==> config.mk <==
export PLATFORM = sky130hd
export DESIGN_NAME = hazard_ctrl
export DESIGN_NICKNAME = d
export VERILOG_FILES = /design/src/rtl/hazard_ctrl.sv
export SDC_FILE = /design/constraint.sdc
export NUM_CORES = 1
export LEC_CHECK = 0
export CAP_MARGIN = 25
export CORE_MARGIN = 1
export CORE_UTILIZATION = 42
export DETAILED_ROUTE_END_ITERATION = 8
export PLACE_DENSITY = 0.84
export SYNTH_ARGS = -nofsm -noshare
export SYNTH_HDL_FRONTEND = slang
export SYNTH_SLANG_ARGS = --single-unit
==> constraint.sdc <==
create_clock -name clk -period 3.3 [get_ports clk]
set_input_delay 0.495 -clock clk [delete_from_list [all_inputs] [get_ports clk]]
set_output_delay 0.495 -clock clk [all_outputs]
set_load 0.01 [all_outputs]
==> src/rtl/hazard_ctrl.sv <==
// Pipeline hazard controller for the 5-stage core: operand forwarding, multi-cycle
// load-use bubbles, data-memory busy freeze with sticky watchdog, and branch flush.
module hazard_ctrl #(
  parameter int unsigned REG_AW      = 5,
  parameter int unsigned LU_BUBBLES  = 1,
  parameter int unsigned MEM_TIMEOUT = 64
) (
  input  logic              clk,
  input  logic              rst_n,
  input  logic [REG_AW-1:0] rs1_d,
  input  logic [REG_AW-1:0] rs2_d,
  input  logic [REG_AW-1:0] rs1_e,
  input  logic [REG_AW-1:0] rs2_e,
  input  logic [REG_AW-1:0] rd_e,
  input  logic [REG_AW-1:0] rd_m,
  input  logic [REG_AW-1:0] rd_w,
  input  logic              reg_write_e,
  input  logic              reg_write_m,
  input  logic              reg_write_w,
  input  logic              mem_read_e,
  input  logic              pc_src_e,
  input  logic              mem_busy_m,
  output logic [1:0]        forward_ae,
  output logic [1:0]        forward_be,
  output logic              stall_f,
  output logic              stall_d,
  output logic              stall_e,
  output logic              stall_m,
  output logic              flush_d,
  output logic              flush_e,
  output logic              timeout_err
);

  localparam int unsigned LU_W = $clog2(LU_BUBBLES + 1);
  localparam int unsigned WT_W = $clog2(MEM_TIMEOUT + 1);
  localparam logic [LU_W-1:0] LU_INIT = LU_W'(LU_BUBBLES - 1);
  localparam logic [WT_W-1:0] WT_MAX  = WT_W'(MEM_TIMEOUT);

  localparam logic [1:0] S_RUN      = 2'd0;
  localparam logic [1:0] S_LU_STALL = 2'd1;
  localparam logic [1:0] S_MEM_WAIT = 2'd2;

  logic [1:0]      r_state;
  logic [LU_W-1:0] r_lu_cnt;
  logic [WT_W-1:0] r_wait_cnt;
  logic            r_timeout_err;

  logic [1:0]      w_state_nxt;
  logic [LU_W-1:0] w_lu_cnt_nxt;
  logic [WT_W-1:0] w_wait_cnt_nxt;
  logic            w_timeout_nxt;
  logic            w_lu_hit;
  logic [1:0]      w_fwd_a;
  logic [1:0]      w_fwd_b;
  logic            w_stall_fd;
  logic            w_stall_em;
  logic            w_flush_d;
  logic            w_flush_e;

  assign w_lu_hit = mem_read_e & reg_write_e & (rd_e != '0) &
                    ((rd_e == rs1_d) | (rd_e == rs2_d));

  always_comb begin
    w_fwd_a = 2'b00;
    if (reg_write_m && (rd_m != '0) && (rd_m == rs1_e))      w_fwd_a = 2'b01;
    else if (reg_write_w && (rd_w != '0) && (rd_w == rs1_e)) w_fwd_a = 2'b10;
    w_fwd_b = 2'b00;
    if (reg_write_m && (rd_m != '0) && (rd_m == rs2_e))      w_fwd_b = 2'b01;
    else if (reg_write_w && (rd_w != '0) && (rd_w == rs2_e)) w_fwd_b = 2'b10;
  end

  always_comb begin
    w_state_nxt    = r_state;
    w_lu_cnt_nxt   = r_lu_cnt;
    w_wait_cnt_nxt = r_wait_cnt;
    w_timeout_nxt  = r_timeout_err;
    w_stall_fd     = 1'b0;
    w_stall_em     = 1'b0;
    w_flush_d      = 1'b0;
    w_flush_e      = 1'b0;
    case (r_state)
      S_LU_STALL: begin
        if (mem_busy_m) begin
          w_stall_fd     = 1'b1;
          w_stall_em     = 1'b1;
          w_state_nxt    = S_MEM_WAIT;
          w_wait_cnt_nxt = WT_W'(1);
        end else begin
          w_stall_fd = 1'b1;
          w_flush_e  = 1'b1;
          if (r_lu_cnt <= LU_W'(1)) begin
            w_lu_cnt_nxt = '0;
            w_state_nxt  = S_RUN;
          end else begin
            w_lu_cnt_nxt = r_lu_cnt - LU_W'(1);
          end
        end
      end
      S_MEM_WAIT: begin
        if (mem_busy_m) begin
          w_stall_fd = 1'b1;
          w_stall_em = 1'b1;
          if (r_wait_cnt != WT_MAX) w_wait_cnt_nxt = r_wait_cnt + WT_W'(1);
          if (w_wait_cnt_nxt == WT_MAX) w_timeout_nxt = 1'b1;
        end else begin
          w_wait_cnt_nxt = '0;
          w_state_nxt    = S_RUN;
          if (pc_src_e) begin
            w_flush_d = 1'b1;
            w_flush_e = 1'b1;
          end else if (w_lu_hit) begin
            w_stall_fd = 1'b1;
            w_flush_e  = 1'b1;
            if (LU_BUBBLES > 1) begin
              w_state_nxt  = S_LU_STALL;
              w_lu_cnt_nxt = LU_INIT;
            end
          end
          // bubbles frozen by the memory wait resume and outrank a fresh load-use count
          if (r_lu_cnt != '0) begin
            w_state_nxt  = S_LU_STALL;
            w_lu_cnt_nxt = r_lu_cnt;
          end
        end
      end
      default: begin
        if (mem_busy_m) begin
          w_stall_fd     = 1'b1;
          w_stall_em     = 1'b1;
          w_state_nxt    = S_MEM_WAIT;
          w_wait_cnt_nxt = WT_W'(1);
        end else if (pc_src_e) begin
          w_flush_d = 1'b1;
          w_flush_e = 1'b1;
        end else if (w_lu_hit) begin
          w_stall_fd = 1'b1;
          w_flush_e  = 1'b1;
          if (LU_BUBBLES > 1) begin
            w_state_nxt  = S_LU_STALL;
            w_lu_cnt_nxt = LU_INIT;
          end
        end
      end
    endcase
  end

  always_ff @(posedge clk or negedge rst_n) begin
    if (!rst_n) begin
      r_state       <= S_RUN;
      r_lu_cnt      <= '0;
      r_wait_cnt    <= '0;
      r_timeout_err <= 1'b0;
    end else begin
      r_state       <= w_state_nxt;
      r_lu_cnt      <= w_lu_cnt_nxt;
      r_wait_cnt    <= w_wait_cnt_nxt;
      r_timeout_err <= w_timeout_nxt;
    end
  end

  assign forward_ae  = w_fwd_a & {2{rst_n}};
  assign forward_be  = w_fwd_b & {2{rst_n}};
  assign stall_f     = w_stall_fd & rst_n;
  assign stall_d     = w_stall_fd & rst_n;
  assign stall_e     = w_stall_em & rst_n;
  assign stall_m     = w_stall_em & rst_n;
  assign flush_d     = w_flush_d & rst_n;
  assign flush_e     = w_flush_e & rst_n;
  assign timeout_err = r_timeout_err;

endmodule

---- Yosys cells after proc, flatten, opt, wreduce, memory -nomap -nowiden ----
Cells that the tools add are included.
cells by class
  reduce and logical (&&, ||, !) cells .... 14
  $lt $le $gt $ge ......................... 1
  add/subtract/negate cells ............... 2
  bitwise gates (word level) .............. 11
  mux-type cells .......................... 29
  eq/ne operators ......................... 12
operators with widths
  operator                                       count
  2-to-1 mux 7 bit                               6
  == test 5 bit                                  6
  2-to-1 mux 2 bit                               8
  nonzero test 5 bit                             3
  2-to-1 mux 1 bit                               14
  adder 7 x 1 -> 7 bit, second input constant    1
  AND 1 bit                                      7
  == test 7 bit, second input constant           1
  inequality test 7 bit, second input constant   1
  logical AND 1 bit                              6
  AND reduction 3 bit                            2
  AND 2 bit                                      2
  case mux 2 bit (2 select lines)                1
  inequality test 3 bit, second input constant   1
  nonzero test 3 bit                             1
  == test 2 x 1 -> 1 bit, second input constant  1
  == test 2 bit, second input constant           1
  inequality test 2 bit, second input constant   1
  AND reduction 2 bit                            1
  nonzero test 2 bit                             1
  <= comparator 1 bit, second input constant     1
  inverter 1 bit                                 1
  bitwise OR 1 bit                               1
  subtractor 1 bit, second input constant        1
storage, ports and cells
  register bits after elaboration ......... 11
  input port bits ......................... 43
  logic and storage cells ................. 73
  output and inout bits ................... 11

---- Longest topological paths before layout ----
  depth after elaboration ................. 8
  gate-level depth with buffers ........... 6

---- Least setup slack after synthesis ----
Ideal clock, no wire load.
  path type ............................... input to output
  from .................................... input port rd_e[2]
  to ...................................... output port stall_f
  stages .................................. 5
  arrival time ............................ 1,762 ps
  path slack .............................. 1,043 ps
  required time ........................... 2,805 ps
  cell sequence ........................... xor2_1 -> nor3_1 -> a22oi_1 -> o41ai_1 -> buf_4
on the way
  longest elaborated chain between the ends .. 8
RTL lines
  item                                                        RTL line  text
  from (decl)                                                 14        input logic [REG_AW-1:0] rd_e,
  == test 5 bit / nonzero test 5 bit (equally long branches)  61, 60
  bitwise OR 1 bit / AND 1 bit (equally long branches)        61, 60
  AND 1 bit *                                                 60        assign w_lu_hit = mem_read_e & reg_write_e & (rd_e != '0) &
  2-to-1 mux 1 bit *                                          111, 135
  2-to-1 mux 1 bit *                                          132       end else if (pc_src_e) begin
  2-to-1 mux 1 bit *                                          127       if (mem_busy_m) begin
  2-to-1 mux 1 bit *                                          n/a
  AND 1 bit *                                                 n/a
  to (decl)                                                   25        output logic stall_f,
Mark *: on every way between the ends. The rest lies on a longest branch, timed or not.

---- Worst setup path after layout ----
  from .................................... input port rd_e[2]
  to ...................................... output port stall_d
on the way
  longest elaborated chain between the ends .. 8
RTL lines
  item                                                        RTL line  text
  == test 5 bit / nonzero test 5 bit (equally long branches)  61, 60
  bitwise OR 1 bit / AND 1 bit (equally long branches)        61, 60
  AND 1 bit *                                                 60
  2-to-1 mux 1 bit *                                          111, 135
  2-to-1 mux 1 bit *                                          132
  2-to-1 mux 1 bit *                                          127
  2-to-1 mux 1 bit *                                          n/a
  AND 1 bit *                                                 164       assign stall_d = w_stall_fd & rst_n;
  to (decl)                                                   26        output logic stall_d,
Marks and branches as above.

==> key figures <==
Die
  • IO Pins: 54
  • Core area: 0.002255 mm2
  • Die X: 51.52 um
  • Die Y: 51.52 um
  • Std-Cell Rows: 17
  • Die ar.: 0.002654 mm2
  • Initial core utilization: 0.4567

Timing
  • Fin Setup TNS: 0 ns
  • Endpoints failing setup: 0
  • Max-slew violations: 0
  • Final hold vios: 0
  • Fin crit share: 0.9487
  • Least-Margin Pin Slew: 0.5783 ns
  • Fin crit period: 3.131 ns
  • Clk_skew: ~0.008 ns
  • RSZ-0062 raised after global routing: no
  • Slew headroom: 0.6094
  • Highest Clock Rate: 319.4 MHz

Outcome
  • Status: complete, no violations

Setup path
  • Worst path top cell family by delay: buffers and inverters
  • Crit-path max FO: 3
  • Critical path required time: ~2.8 ns
  • Slowest CP cell: clkdlybuf4s50_1
  • Worst setup EP type: primary output
  • Crit-path max cell delay: 0.65 ns
  • Worst setup SP type: input port
  • Critical path cell sequence: clkdlybuf4s50_1 -> xor2_1 -> nor3_1 -> a22oi_1 -> o41ai_1 -> clkdlybuf4s50_1
  • Worst EP arrival: 2.64 ns
  • Buf+Inv Stages, Crit Path: 2
  • Most frequent CP cell: clkdlybuf4s50_1
  • Crit Path Category: input port to primary output

Clock tree
  • CTS Hold Bufs: 0
  • Clock latency on the worst-skew pair: 0.27 ns
  • Clk sinks: 9
  • Total CTS buffers: 3
  • TritonCTS clock tree: yes
  • Setup Fix Bufs, Post-CTS: 0
  • Clock Path Buffers: 2
  • H-tree depth: 1
  • CTS clk-pin slew, worst paths: 0.05 ns
  • # resized after CTS: 0
  • Root buffer cell: clkbuf_4

Final layout
  • Area of the multi-input gates: 750.7 um2
  • Finished Cell Area: 0.001605 mm2
  • Area delta synth->final: 55.89%
  • Fillers: 190
  • Nets: roughly 230
  • Finished Layout Cells: about 210
  • Antenna Cells: 0
  • Register area: 225.2 um2
  • Layout cells sized above 1: 0.04420

Power and ir drop
  • Int Pwr: 336.2 uW
  • Pwr per Cell Area: 343.5 mW/mm2
  • Sequential group share of total power: 0.309
  • Clock network fraction of design power: 0.159
  • Sw Share: 0.3903
  • P_leak: 0.0006675 uW
  • Comb power frac: 0.533
  • Psw: roughly 220 uW
  • Total power: 551.3 uW
  • VDD IR max: 0.4735 mV

Logic synthesis
  • Post-Synth Simple-Gate Area: 0.2394
  • Number of synthesized flops with an enable pin: 0
  • Library cells used by synthesis: 37
  • Yosys reg bits: 9
  • Synth Area in Compound Gates: 0.1628
  • Mapped Avg Cell Area: 8.108 um2
  • Synth Flop Type: dfrtp_1
  • Synth Area in XOR/XNOR: 0.2807
  • Largest family of logic cells by synthesized area: XOR/XNOR gates
  • Mapped Area: 0.001030 mm2
  • FFs w/ async S/R, synth: 1.000
  • Part of the Yosys area used for sequential elements: 0.2187
  • Synthesized instance count: 127
  • Syn_nets: 173
  • Adder-Cell Fraction of Synth Area: 0.03645
  • Mux cell area share after synthesis: 0.009721
  • Yosys warnings: 0

Placed design
  • IO Port Bufs: 53
  • Placed inst area: 0.001579 mm2
  • Placed wire-length estimate: 2607 um
  • GPL Wtd Cong: 0.8027
  • Placed instance count: around 210

Routing
  • Vias/cell: 5.435
  • Detail Route Antenna Nets: 0
  • Iter 0 DRT Violations: 18
  • DRC Markers: 0
  • Via Count: approximately 1,100
  • Final WL: 3211 um
  • WL/cell: 15.36 um
  • Drt first pass iters: 4

GRT
  • M3 GR Usage: 0.03801
  • Total global-route track usage: 0.2514
  • Initial antenna violation count: 0
  • Gr ovfl total: 0
  • GR Layer Usage met1: 0.2904
  • Largest net degree at the start of global routing: 15
  • Global route hottest layer: met2
  • Grt met2 use: 0.4481
  • Vias in the first global route: 1,107
  • First-pass GRT wire length: 4940 um

Flow run
  • MaxCap Viol Count: 0

Hold path
  • HP Class: flop to flop
## cell type report
| class | instances | area share |
|---|---|---|
| clock buffer | 4 | 0.01637 |
| inverter | 8 | 0.01871 |
| multi-input combinational | 106 | 0.4677 |
| sequential | 9 | 0.1403 |
| tap | 28 | 0.02182 |
| timing repair buffer | 54 | 0.3352 |
## metrics by stage
stage	hold slack [ns]	utilization	setup slack [ns]
6_report	0.4759	0.7120	0.1693
5_1_grt	0.4858	0.7120	0.07931
4_1_cts	0.4784	0.7120	0.1749
3_5_place_dp	0.4613	0.7003	0.1755
3_3_place_gp	0.4570	0.7003	0.2557
2_1_floorplan	0.1994	-	1.043
## worst register-to-register path: stages (launching register included)
cell and delay, ns:
dfrtp_1 0.44, inv_1 0.07, ha_1 0.32, nand3b_1 0.24, a41oi_1 0.49, a21oi_1 0.13
o21ai_0 0.16
## synth_stat cells (all sizes together), types with 3 or more instances
| cell type | n | area share |
|---|---|---|
| dfrtp | 9 | 0.22 |
| inv | 8 | 0.029 |
| ha | 3 | 0.036 |
| nor2 | 9 | 0.033 |
| xor2 | 25 | 0.21 |
| nor3 | 4 | 0.019 |
| nand3 | 10 | 0.049 |
| o21ai | 8 | 0.043 |
| nand2 | 5 | 0.018 |
| or4 | 4 | 0.029 |
| xnor2 | 8 | 0.068 |
| nor4 | 4 | 0.030 |
## power groups by stage
stage | combinational [uW] | clock (uW) | sequential [uW]
2_1_floorplan | 163 | 0 | 164
3_3_place_gp | 275 | 0 | 167
3_5_place_dp | 284 | 0 | 170
4_1_cts | 292 | 90.2 | 168
5_1_grt | 319 | 92.0 | 173
6_report | 294 | 87.6 | 170
## final timing paths
| check | endpoint | start | slack (ns) | depth (start not counted) |
|---|---|---|---|---|
| worst max register to register | r_wait_cnt[2] | r_state[1] | 1.37 | 6 |
| worst min register to register | timeout_err | timeout_err | 0.48 | 1 |
| worst max-delay path | stall_d | rd_e[2] | 0.17 | 6 |
| worst min-delay path | timeout_err | timeout_err | 0.48 | 1 |
| max in group asynchronous | r_state[1] | rst_n | 2.53 | 2 |
| min in group asynchronous | r_wait_cnt[3] | rst_n | 0.60 | 2 |
## routing by layer
| metal | wire, um | share of wire |
|---|---|---|
| met1 | 1283 | 0.40 |
| met2 | 1629 | 0.51 |
| met3 | 217 | 0.068 |
| met4 | 81 | 0.025 |
| met5 | 0 | 0 |
## state kept, by name, summed over array words and instances (netlist names)
name         cells
r_state          1
r_wait_cnt       7
timeout_err      1
## cells in the final DEF (no fill, tap or decap), types with 2 or more instances in the layout
master / n
clkdlybuf4s50_1: 53
xor2_1: 25
nand3_1: 10
nor2_1: 9
dfrtp_1: 9
xnor2_1: 8
inv_1: 8
o21ai_0: 7
nand2_1: 5
or4_1: 4
nor3_1: 4
nor4_1: 3
ha_1: 3
clkbuf_4: 3
o41ai_1: 2
a21oi_1: 2
nand3b_1: 2
and3_1: 2
a21o_1: 2
a22o_1: 2
## kinds of logic after synthesis
group / count (synthesis)
AND/OR/NAND/NOR: 45
XOR/XNOR: 33
AO/OA/AOI/OAI: 24
buffers and inverters: 12
flip-flops: 9
adder cells (fa/ha/maj): 3
multiplexers: 1
Note: power is estimated with default switching activity, not from simulation.
